`config.mk`:
```
export PLATFORM = sky130hd
export DESIGN_NAME = multicycle_control
export DESIGN_NICKNAME = d
export VERILOG_FILES = /design/src/rtl/ctrl_pkg.sv /design/src/rtl/rv32_opcode_class.sv /design/src/rtl/multicycle_control.sv
export SDC_FILE = /design/constraint.sdc
export NUM_CORES = 1
export LEC_CHECK = 0
export CAP_MARGIN = 20
export CORE_UTILIZATION = 44
export DETAILED_ROUTE_END_ITERATION = 12
export PLACE_DENSITY_LB_ADDON = 0.1
export SLEW_MARGIN = 20
export SYNTH_ARGS = -nofsm -noshare
export SYNTH_HDL_FRONTEND = slang
export SYNTH_SLANG_ARGS = --single-unit
export TNS_END_PERCENT = 100
```
`constraint.sdc`:
```
create_clock -name clk -period 1.92 [get_ports clk]
set_input_delay 0.288 -clock clk [delete_from_list [all_inputs] [get_ports clk]]
set_output_delay 0.288 -clock clk [all_outputs]
set_load 0.05 [all_outputs]
```
`src/rtl/ctrl_pkg.sv`:
```
// Shared encodings for the multicycle RV32I control unit: FSM states,
// opcode constants, instruction classes and datapath select codes.
package ctrl_pkg;

  typedef enum logic [2:0] {
    ST_IDLE   = 3'd0,
    ST_DECODE = 3'd1,
    ST_EXEC   = 3'd2,
    ST_MEM    = 3'd3,
    ST_WB     = 3'd4,
    ST_TRAP   = 3'd5
  } state_t;

  // Standard RV32I major opcodes (IR[6:0])
  localparam logic [6:0] OPC_R     = 7'b0110011;
  localparam logic [6:0] OPC_I     = 7'b0010011;
  localparam logic [6:0] OPC_L     = 7'b0000011;
  localparam logic [6:0] OPC_S     = 7'b0100011;
  localparam logic [6:0] OPC_B     = 7'b1100011;
  localparam logic [6:0] OPC_JAL   = 7'b1101111;
  localparam logic [6:0] OPC_JALR  = 7'b1100111;
  localparam logic [6:0] OPC_LUI   = 7'b0110111;
  localparam logic [6:0] OPC_AUIPC = 7'b0010111;

  typedef enum logic [3:0] {
    CLS_NONE  = 4'd0,
    CLS_R     = 4'd1,
    CLS_I     = 4'd2,
    CLS_L     = 4'd3,
    CLS_S     = 4'd4,
    CLS_B     = 4'd5,
    CLS_JAL   = 4'd6,
    CLS_JALR  = 4'd7,
    CLS_LUI   = 4'd8,
    CLS_AUIPC = 4'd9
  } cls_t;

  // Operand A select
  localparam logic [1:0] OPA_RS1  = 2'b00;
  localparam logic [1:0] OPA_PC   = 2'b10;
  localparam logic [1:0] OPA_ZERO = 2'b11;

  // Immediate format select
  localparam logic [2:0] IMM_I = 3'b000;
  localparam logic [2:0] IMM_S = 3'b001;
  localparam logic [2:0] IMM_B = 3'b010;
  localparam logic [2:0] IMM_U = 3'b011;
  localparam logic [2:0] IMM_J = 3'b100;

  // PC source select
  localparam logic [1:0] NPC_SEQ  = 2'b00;
  localparam logic [1:0] NPC_JAL  = 2'b01;
  localparam logic [1:0] NPC_BR   = 2'b10;
  localparam logic [1:0] NPC_JALR = 2'b11;

  // ALU op is {funct7[5], funct3}; only the fixed codes live here
  localparam logic [3:0] ALU_ADD = 4'b0000;
  localparam logic [3:0] ALU_SUB = 4'b1000;

  // Trap reasons
  localparam logic [1:0] CAUSE_NONE    = 2'b00;
  localparam logic [1:0] CAUSE_ILLEGAL = 2'b01;
  localparam logic [1:0] CAUSE_TIMEOUT = 2'b10;

  // Classes that write a destination register in WB
  function automatic logic cls_writes_rd(input cls_t c);
    return (c == CLS_R) || (c == CLS_I) || (c == CLS_L) || (c == CLS_JAL) ||
           (c == CLS_JALR) || (c == CLS_LUI) || (c == CLS_AUIPC);
  endfunction

endpackage

```
`src/rtl/rv32_opcode_class.sv`:
```
// Combinational RV32I opcode classifier: maps IR[6:0] to an instruction
// class, flagging anything outside the supported set as illegal.
module rv32_opcode_class
  import ctrl_pkg::*;
(
  input  logic [6:0] i_opcode,
  output cls_t       o_cls,
  output logic       o_illegal
);

  // Opcode lookup; unknown opcodes report CLS_NONE plus illegal
  always_comb begin
    o_cls     = CLS_NONE;
    o_illegal = 1'b0;
    case (i_opcode)
      OPC_R:     o_cls = CLS_R;
      OPC_I:     o_cls = CLS_I;
      OPC_L:     o_cls = CLS_L;
      OPC_S:     o_cls = CLS_S;
      OPC_B:     o_cls = CLS_B;
      OPC_JAL:   o_cls = CLS_JAL;
      OPC_JALR:  o_cls = CLS_JALR;
      OPC_LUI:   o_cls = CLS_LUI;
      OPC_AUIPC: o_cls = CLS_AUIPC;
      default:   o_illegal = 1'b1;
    endcase
  end

endmodule

```
`src/rtl/multicycle_control.sv`:
```
// Multicycle RV32I control FSM: IDLE -> DECODE -> EXEC -> [MEM] -> WB,
// with TRAP for illegal opcodes and data-memory timeouts.
module multicycle_control
  import ctrl_pkg::*;
#(
  parameter int MEM_TIMEOUT = 16,
  parameter int CNT_W       = $clog2(MEM_TIMEOUT + 1)
) (
  input  logic        clk,
  input  logic        rst,
  input  logic [31:0] instr,
  input  logic        instr_valid,
  output logic        instr_ready,
  input  logic        branch_taken,
  input  logic        mem_ready,
  input  logic        trap_ack,
  output logic        reg_write,
  output logic        mem_to_reg,
  output logic        mem_req,
  output logic        store,
  output logic        op_b,
  output logic        pc_write,
  output logic        trap,
  output logic [1:0]  op_a,
  output logic [2:0]  imm_sel,
  output logic [1:0]  next_pc,
  output logic [3:0]  alu_op,
  output logic [1:0]  trap_cause
);

  state_t           r_state;
  state_t           w_next;
  logic [31:0]      r_ir;
  cls_t             r_cls;
  logic [CNT_W-1:0] r_cnt;
  logic [1:0]       r_cause;

  cls_t             w_cls;
  logic             w_illegal;
  logic             w_timeout;
  logic             w_dp_valid;
  logic             w_unused_ir;

  // IR bits the control path never looks at (register indices, immediates)
  assign w_unused_ir = ^{r_ir[31], r_ir[29:15], r_ir[11:7]};

  rv32_opcode_class u_cls (
    .i_opcode  (r_ir[6:0]),
    .o_cls     (w_cls),
    .o_illegal (w_illegal)
  );

  // This MEM cycle is the last one allowed; mem_ready still wins on it
  assign w_timeout = (r_cnt == CNT_W'(MEM_TIMEOUT - 1));

  // State register
  always_ff @(posedge clk or posedge rst) begin
    if (rst) r_state <= ST_IDLE;
    else     r_state <= w_next;
  end

  // Next-state logic
  always_comb begin
    w_next = r_state;
    case (r_state)
      ST_IDLE:   if (instr_valid) w_next = ST_DECODE;
      ST_DECODE: w_next = w_illegal ? ST_TRAP : ST_EXEC;
      ST_EXEC:   w_next = ((r_cls == CLS_L) || (r_cls == CLS_S)) ? ST_MEM : ST_WB;
      ST_MEM: begin
        if (mem_ready)      w_next = ST_WB;
        else if (w_timeout) w_next = ST_TRAP;
      end
      ST_WB:     w_next = ST_IDLE;
      ST_TRAP:   if (trap_ack) w_next = ST_IDLE;
      default:   w_next = ST_IDLE;
    endcase
  end

  // Instruction register: captured only on the IDLE handshake
  always_ff @(posedge clk or posedge rst) begin
    if (rst)                                   r_ir <= '0;
    else if ((r_state == ST_IDLE) && instr_valid) r_ir <= instr;
  end

  // Class register: snapshot of the decoder result taken in DECODE
  always_ff @(posedge clk or posedge rst) begin
    if (rst)                       r_cls <= CLS_NONE;
    else if (r_state == ST_DECODE) r_cls <= w_cls;
  end

  // MEM cycle counter: counts while waiting, zero whenever MEM is left
  always_ff @(posedge clk or posedge rst) begin
    if (rst)                                                r_cnt <= '0;
    else if ((r_state == ST_MEM) && !mem_ready && !w_timeout) r_cnt <= r_cnt + CNT_W'(1);
    else                                                    r_cnt <= '0;
  end

  // Trap cause: set on entry to TRAP, held until acknowledged
  always_ff @(posedge clk or posedge rst) begin
    if (rst) begin
      r_cause <= CAUSE_NONE;
    end else begin
      case (r_state)
        ST_DECODE: if (w_illegal) r_cause <= CAUSE_ILLEGAL;
        ST_MEM:    if (!mem_ready && w_timeout) r_cause <= CAUSE_TIMEOUT;
        ST_TRAP:   if (trap_ack) r_cause <= CAUSE_NONE;
        default:   ;
      endcase
    end
  end

  assign w_dp_valid = (r_state == ST_EXEC) || (r_state == ST_MEM) || (r_state == ST_WB);

  // Output decode from state, class and IR; everything defaults low
  always_comb begin
    instr_ready = (r_state == ST_IDLE);
    reg_write   = 1'b0;
    mem_to_reg  = 1'b0;
    mem_req     = 1'b0;
    store       = 1'b0;
    op_b        = 1'b0;
    pc_write    = 1'b0;
    trap        = 1'b0;
    op_a        = OPA_RS1;
    imm_sel     = IMM_I;
    next_pc     = NPC_SEQ;
    alu_op      = ALU_ADD;
    trap_cause  = CAUSE_NONE;

    // Datapath selects stay stable from EXEC through WB
    if (w_dp_valid) begin
      case (r_cls)
        CLS_R: alu_op = {r_ir[30], r_ir[14:12]};
        CLS_I: begin
          op_b   = 1'b1;
          // Only shift-right uses funct7[5] (SRLI vs SRAI); elsewhere bit 30 is immediate
          alu_op = (r_ir[14:12] == 3'b101) ? {r_ir[30], r_ir[14:12]} : {1'b0, r_ir[14:12]};
        end
        CLS_L: op_b = 1'b1;
        CLS_S: begin
          op_b    = 1'b1;
          imm_sel = IMM_S;
        end
        CLS_B: begin
          imm_sel = IMM_B;
          alu_op  = ALU_SUB;
        end
        CLS_JAL: begin
          op_a    = OPA_PC;
          op_b    = 1'b1;
          imm_sel = IMM_J;
        end
        CLS_JALR: begin
          op_a = OPA_PC;
          op_b = 1'b1;
        end
        CLS_LUI: begin
          op_a    = OPA_ZERO;
          op_b    = 1'b1;
          imm_sel = IMM_U;
        end
        CLS_AUIPC: begin
          op_a    = OPA_PC;
          op_b    = 1'b1;
          imm_sel = IMM_U;
        end
        default: ;
      endcase
    end

    case (r_state)
      ST_MEM: begin
        mem_req = 1'b1;
        store   = (r_cls == CLS_S);
      end
      ST_WB: begin
        pc_write   = 1'b1;
        reg_write  = cls_writes_rd(r_cls);
        mem_to_reg = (r_cls == CLS_L);
        case (r_cls)
          CLS_JAL:  next_pc = NPC_JAL;
          CLS_JALR: next_pc = NPC_JALR;
          CLS_B:    next_pc = branch_taken ? NPC_BR : NPC_SEQ;
          default:  next_pc = NPC_SEQ;
        endcase
      end
      ST_TRAP: begin
        trap       = 1'b1;
        trap_cause = r_cause;
      end
      default: ;
    endcase
  end

endmodule

```
==> summary.txt <==
Status
  – Status: complete, but fails checks
  – Failing checks: negative setup slack

Clocking
  – Clk slew on worst S/H paths: 130 ps
  – CTS max path bufs: 2
  – Hold buffer count at CTS: 0
  – Clk_lat worst skew: about 310 ps
  – Htree depth: 1
  – Num CTS Buffers: 3
  – CTS sink cnt: 25
  – CTS tree: yes
  – CTS root buf: clkbuf_4

Die
  – Core area: ~0.0034 mm^2
  – Total die area: 0.00380 mm^2
  – IO Count: just under 60
  – Initial Util: 0.465
  – Die Wd: between 60 and 70 um
  – Core Rows: 21
  – Die height: approximately 62 um

Pwr
  – PwrDens: 1190 mW/mm^2
  – Max VDD drop: around 1.0 mV
  – Switching Power: 1290 uW
  – LEAKAGE: ~0.001 uW
  – Switch share: 0.433
  – Flop pwr share: 0.315
  – Part of the power in combinational logic: 0.610
  – Clock Power Share: 0.075
  – Internal: 1690 uW

Global routing
  – Global-route wire length before repair: slightly below 6000 um
  – Vias in the first global route: approximately 1300
  – Initial antenna violation count: 0
  – Total GRT Usage: 0.210
  – Remaining global-route overflow: 0
  – Largest net degree at the start of global routing: 26

Critical path
  – WP data required: 1630 ps
  – Startpoint Class: flip-flop
  – Crit path arrival time: ~1700 ps
  – Reg2Reg Setup Slack: between 200 and 300 ps
  – Worst R2R End: r_ir[12]
  – CP Max Fanout: 2
  – Worst Path Class, Setup: reg -> out
  – Critical Path End Type: output port
  – R2R depth: 4
  – Worst r2r src: r_state[2]

Drt
  – Post-DR wirelength/cell: approximately 14 um
  – Routed WL: between 3000 and 4000 um
  – Via Count: roughly 1400
  – TritonRoute pass-1 iters: 4
  – DRC Markers: 0
  – Vias/cell: between 5 and 6
  – Starting DRT DRC Count: 39
  – Post-route ant nets: 0

Yosys
  – Post-synth EDFFs: 0
  – Synth Cell Area: about 0.0016 mm^2
  – Synth area leaders: dfrtp_1, mux2_2, nand2_1, nor2b_1, nor2_1
  – Synth Area per Inst: slightly below 10 um^2
  – Seq cells post-synth: 25
  – Synthesis Warnings: 0
  – Post-synthesis sequential area ratio: 0.400
  – Top FF cell, synth: dfrtp_1
  – Mapped Cells: 160
  – Post-synthesis cell type count: 54
  – Syn Nets: 200
  – Post-synth ARST share: 1.00
  – Top cell type by total area after synthesis: dfrtp_1
  – Post-synth top area share: 0.400

STA
  – Total negative setup slack: -226 ps
  – FMAX: roughly 500 MHz
  – Period Utilization, post-route: 1.04
  – # setup viols final: 4
  – Skew final: about 5.6 ps
  – Worst setup margin: -84.3 ps
  – Unrepaired setup endpoints after global routing: yes
  – Worst-Margin Slew: 314 ps
  – Hold violation count in the final report: 0
  – Crit path time final: about 2000 ps
  – Slew Limit Fails: 0
  – Headroom to the max-slew limit: 0.789

Final layout
  – Nets: between 200 and 300
  – ANT cells: 0
  – Share of layout cells above drive strength 1: 0.465
  – Storage cell area: approximately 630 um^2
  – Commonest non-fill, non-tap cell in the layout: buf_12
  – Filler cells: about 250
  – Most frequent cells in the layout: buf_12, dfrtp_1, buf_4, clkdlybuf4s50_1, nand2_1
  – Area of the multi-input gates: 973 um^2
  – Final core utilization: 0.744
  – Synth-to-Final Area Change: 59.9%

Job
  – Total of max-cap violations: 0

Placed design
  – I/O Buffers: 37
  – Final GP Congestion: around 0.8
  – Hpwl dp: roughly 2700 um

Min path
  – Type of the tightest min-delay check: in -> async
layer usage:
metal	up-vias	track usage	routed length [um]
met2	36	0.398	2110
met3	6	0.0168	100
met5	-	0	0
met4	0	0.0825	52
li1	673	-	-
met1	665	0.242	1490
power by group through the flow:
stage          combinational, uW  clock (uW)  sequential (uW)
2_1_floorplan               1220           0              816
3_3_place_gp                1510           0              967
3_5_place_dp                1540           0              981
4_1_cts                     1750         225              934
5_1_grt                     1950         244              969
6_report                    1820         224              940
registers in the layout (all words and copies together), names as in the netlist:
register	flops
r_cnt	5
r_cause	2
r_ir	11
r_cls	4
r_state	3
how the worst max path moves through the flow:
stage,from,endpoint,depth (start not counted)
3_5_place_dp,r_ir[13],alu_op[3],5
6_report,r_ir[13],alu_op[3],5
4_1_cts,r_ir[13],alu_op[3],5
3_3_place_gp,r_ir[13],alu_op[3],5
5_1_grt,r_ir[13],alu_op[3],5
2_1_floorplan,r_state[1],op_a[0],4
cells in the mapped netlist, drive strengths merged (2+ instances only):
master / number
buf: 8
xor2: 2
nand2b: 4
a21oi: 4
and3: 3
nor2b: 7
nor3b: 4
nand3b: 3
inv: 9
ha: 2
nand2: 12
a211oi: 4
a32o: 2
nor2: 12
dfrtp: 25
nand3: 2
and2: 5
nor3: 4
xnor2: 2
clkbuf: 4
and3b: 2
o21ai: 9
mux2: 10
o41ai: 2
nor4: 2
logic make-up (layout without fill, tap and decap cells):
kind of cell | Yosys count | in the layout | synth area share
AND/OR/NAND/NOR | 66 | 66 | 0.257
AO/OA/AOI/OAI | 32 | 32 | 0.162
flip-flops | 25 | 25 | 0.400
buffers and inverters | 21 | 74 | 0.0703
multiplexers | 10 | 10 | 0.0719
XOR/XNOR | 4 | 4 | 0.0224
adder cells (fa/ha/maj) | 2 | 2 | 0.0160
through the flow:
step	std cells	area [um^2]	worst slack (ps)	hold slack (ps)	power [uW]
floorplan	160	1670	-251	315	2040
finish	259	2500	-84.3	314	2980
global route	259	2500	-189	330	3160
CTS	258	2460	-89.6	319	2910
global placement	242	2310	174	445	2470
detailed placement	242	2310	106	484	2520
area by class of cell:
cell class / instances / area share
Tap cell: 46 / 0.0230
Clock inverter: 1 / 0.00200
Inverter: 9 / 0.0135
Multi-Input combinational cell: 114 / 0.389
Clock buffer: 3 / 0.00900
Timing Repair Buffer: 61 / 0.310
Sequential cell: 25 / 0.253
critical path, stage by stage, from the launching register on:
cell      delay (ps)
dfrtp_1          400
nand3b_1         210
nor4b_2          270
o21ai_2          100
a211oi_4         250
buf_12           170
what timing repair did:
action / 4_1_cts / 5_1_grt
endpoints found under the setup margin: 15 / 15
resized for setup: 14 / 12
buffers inserted: 12 / 1
pin swaps: 8 / 4
Power figures use the tool's default switching activity.
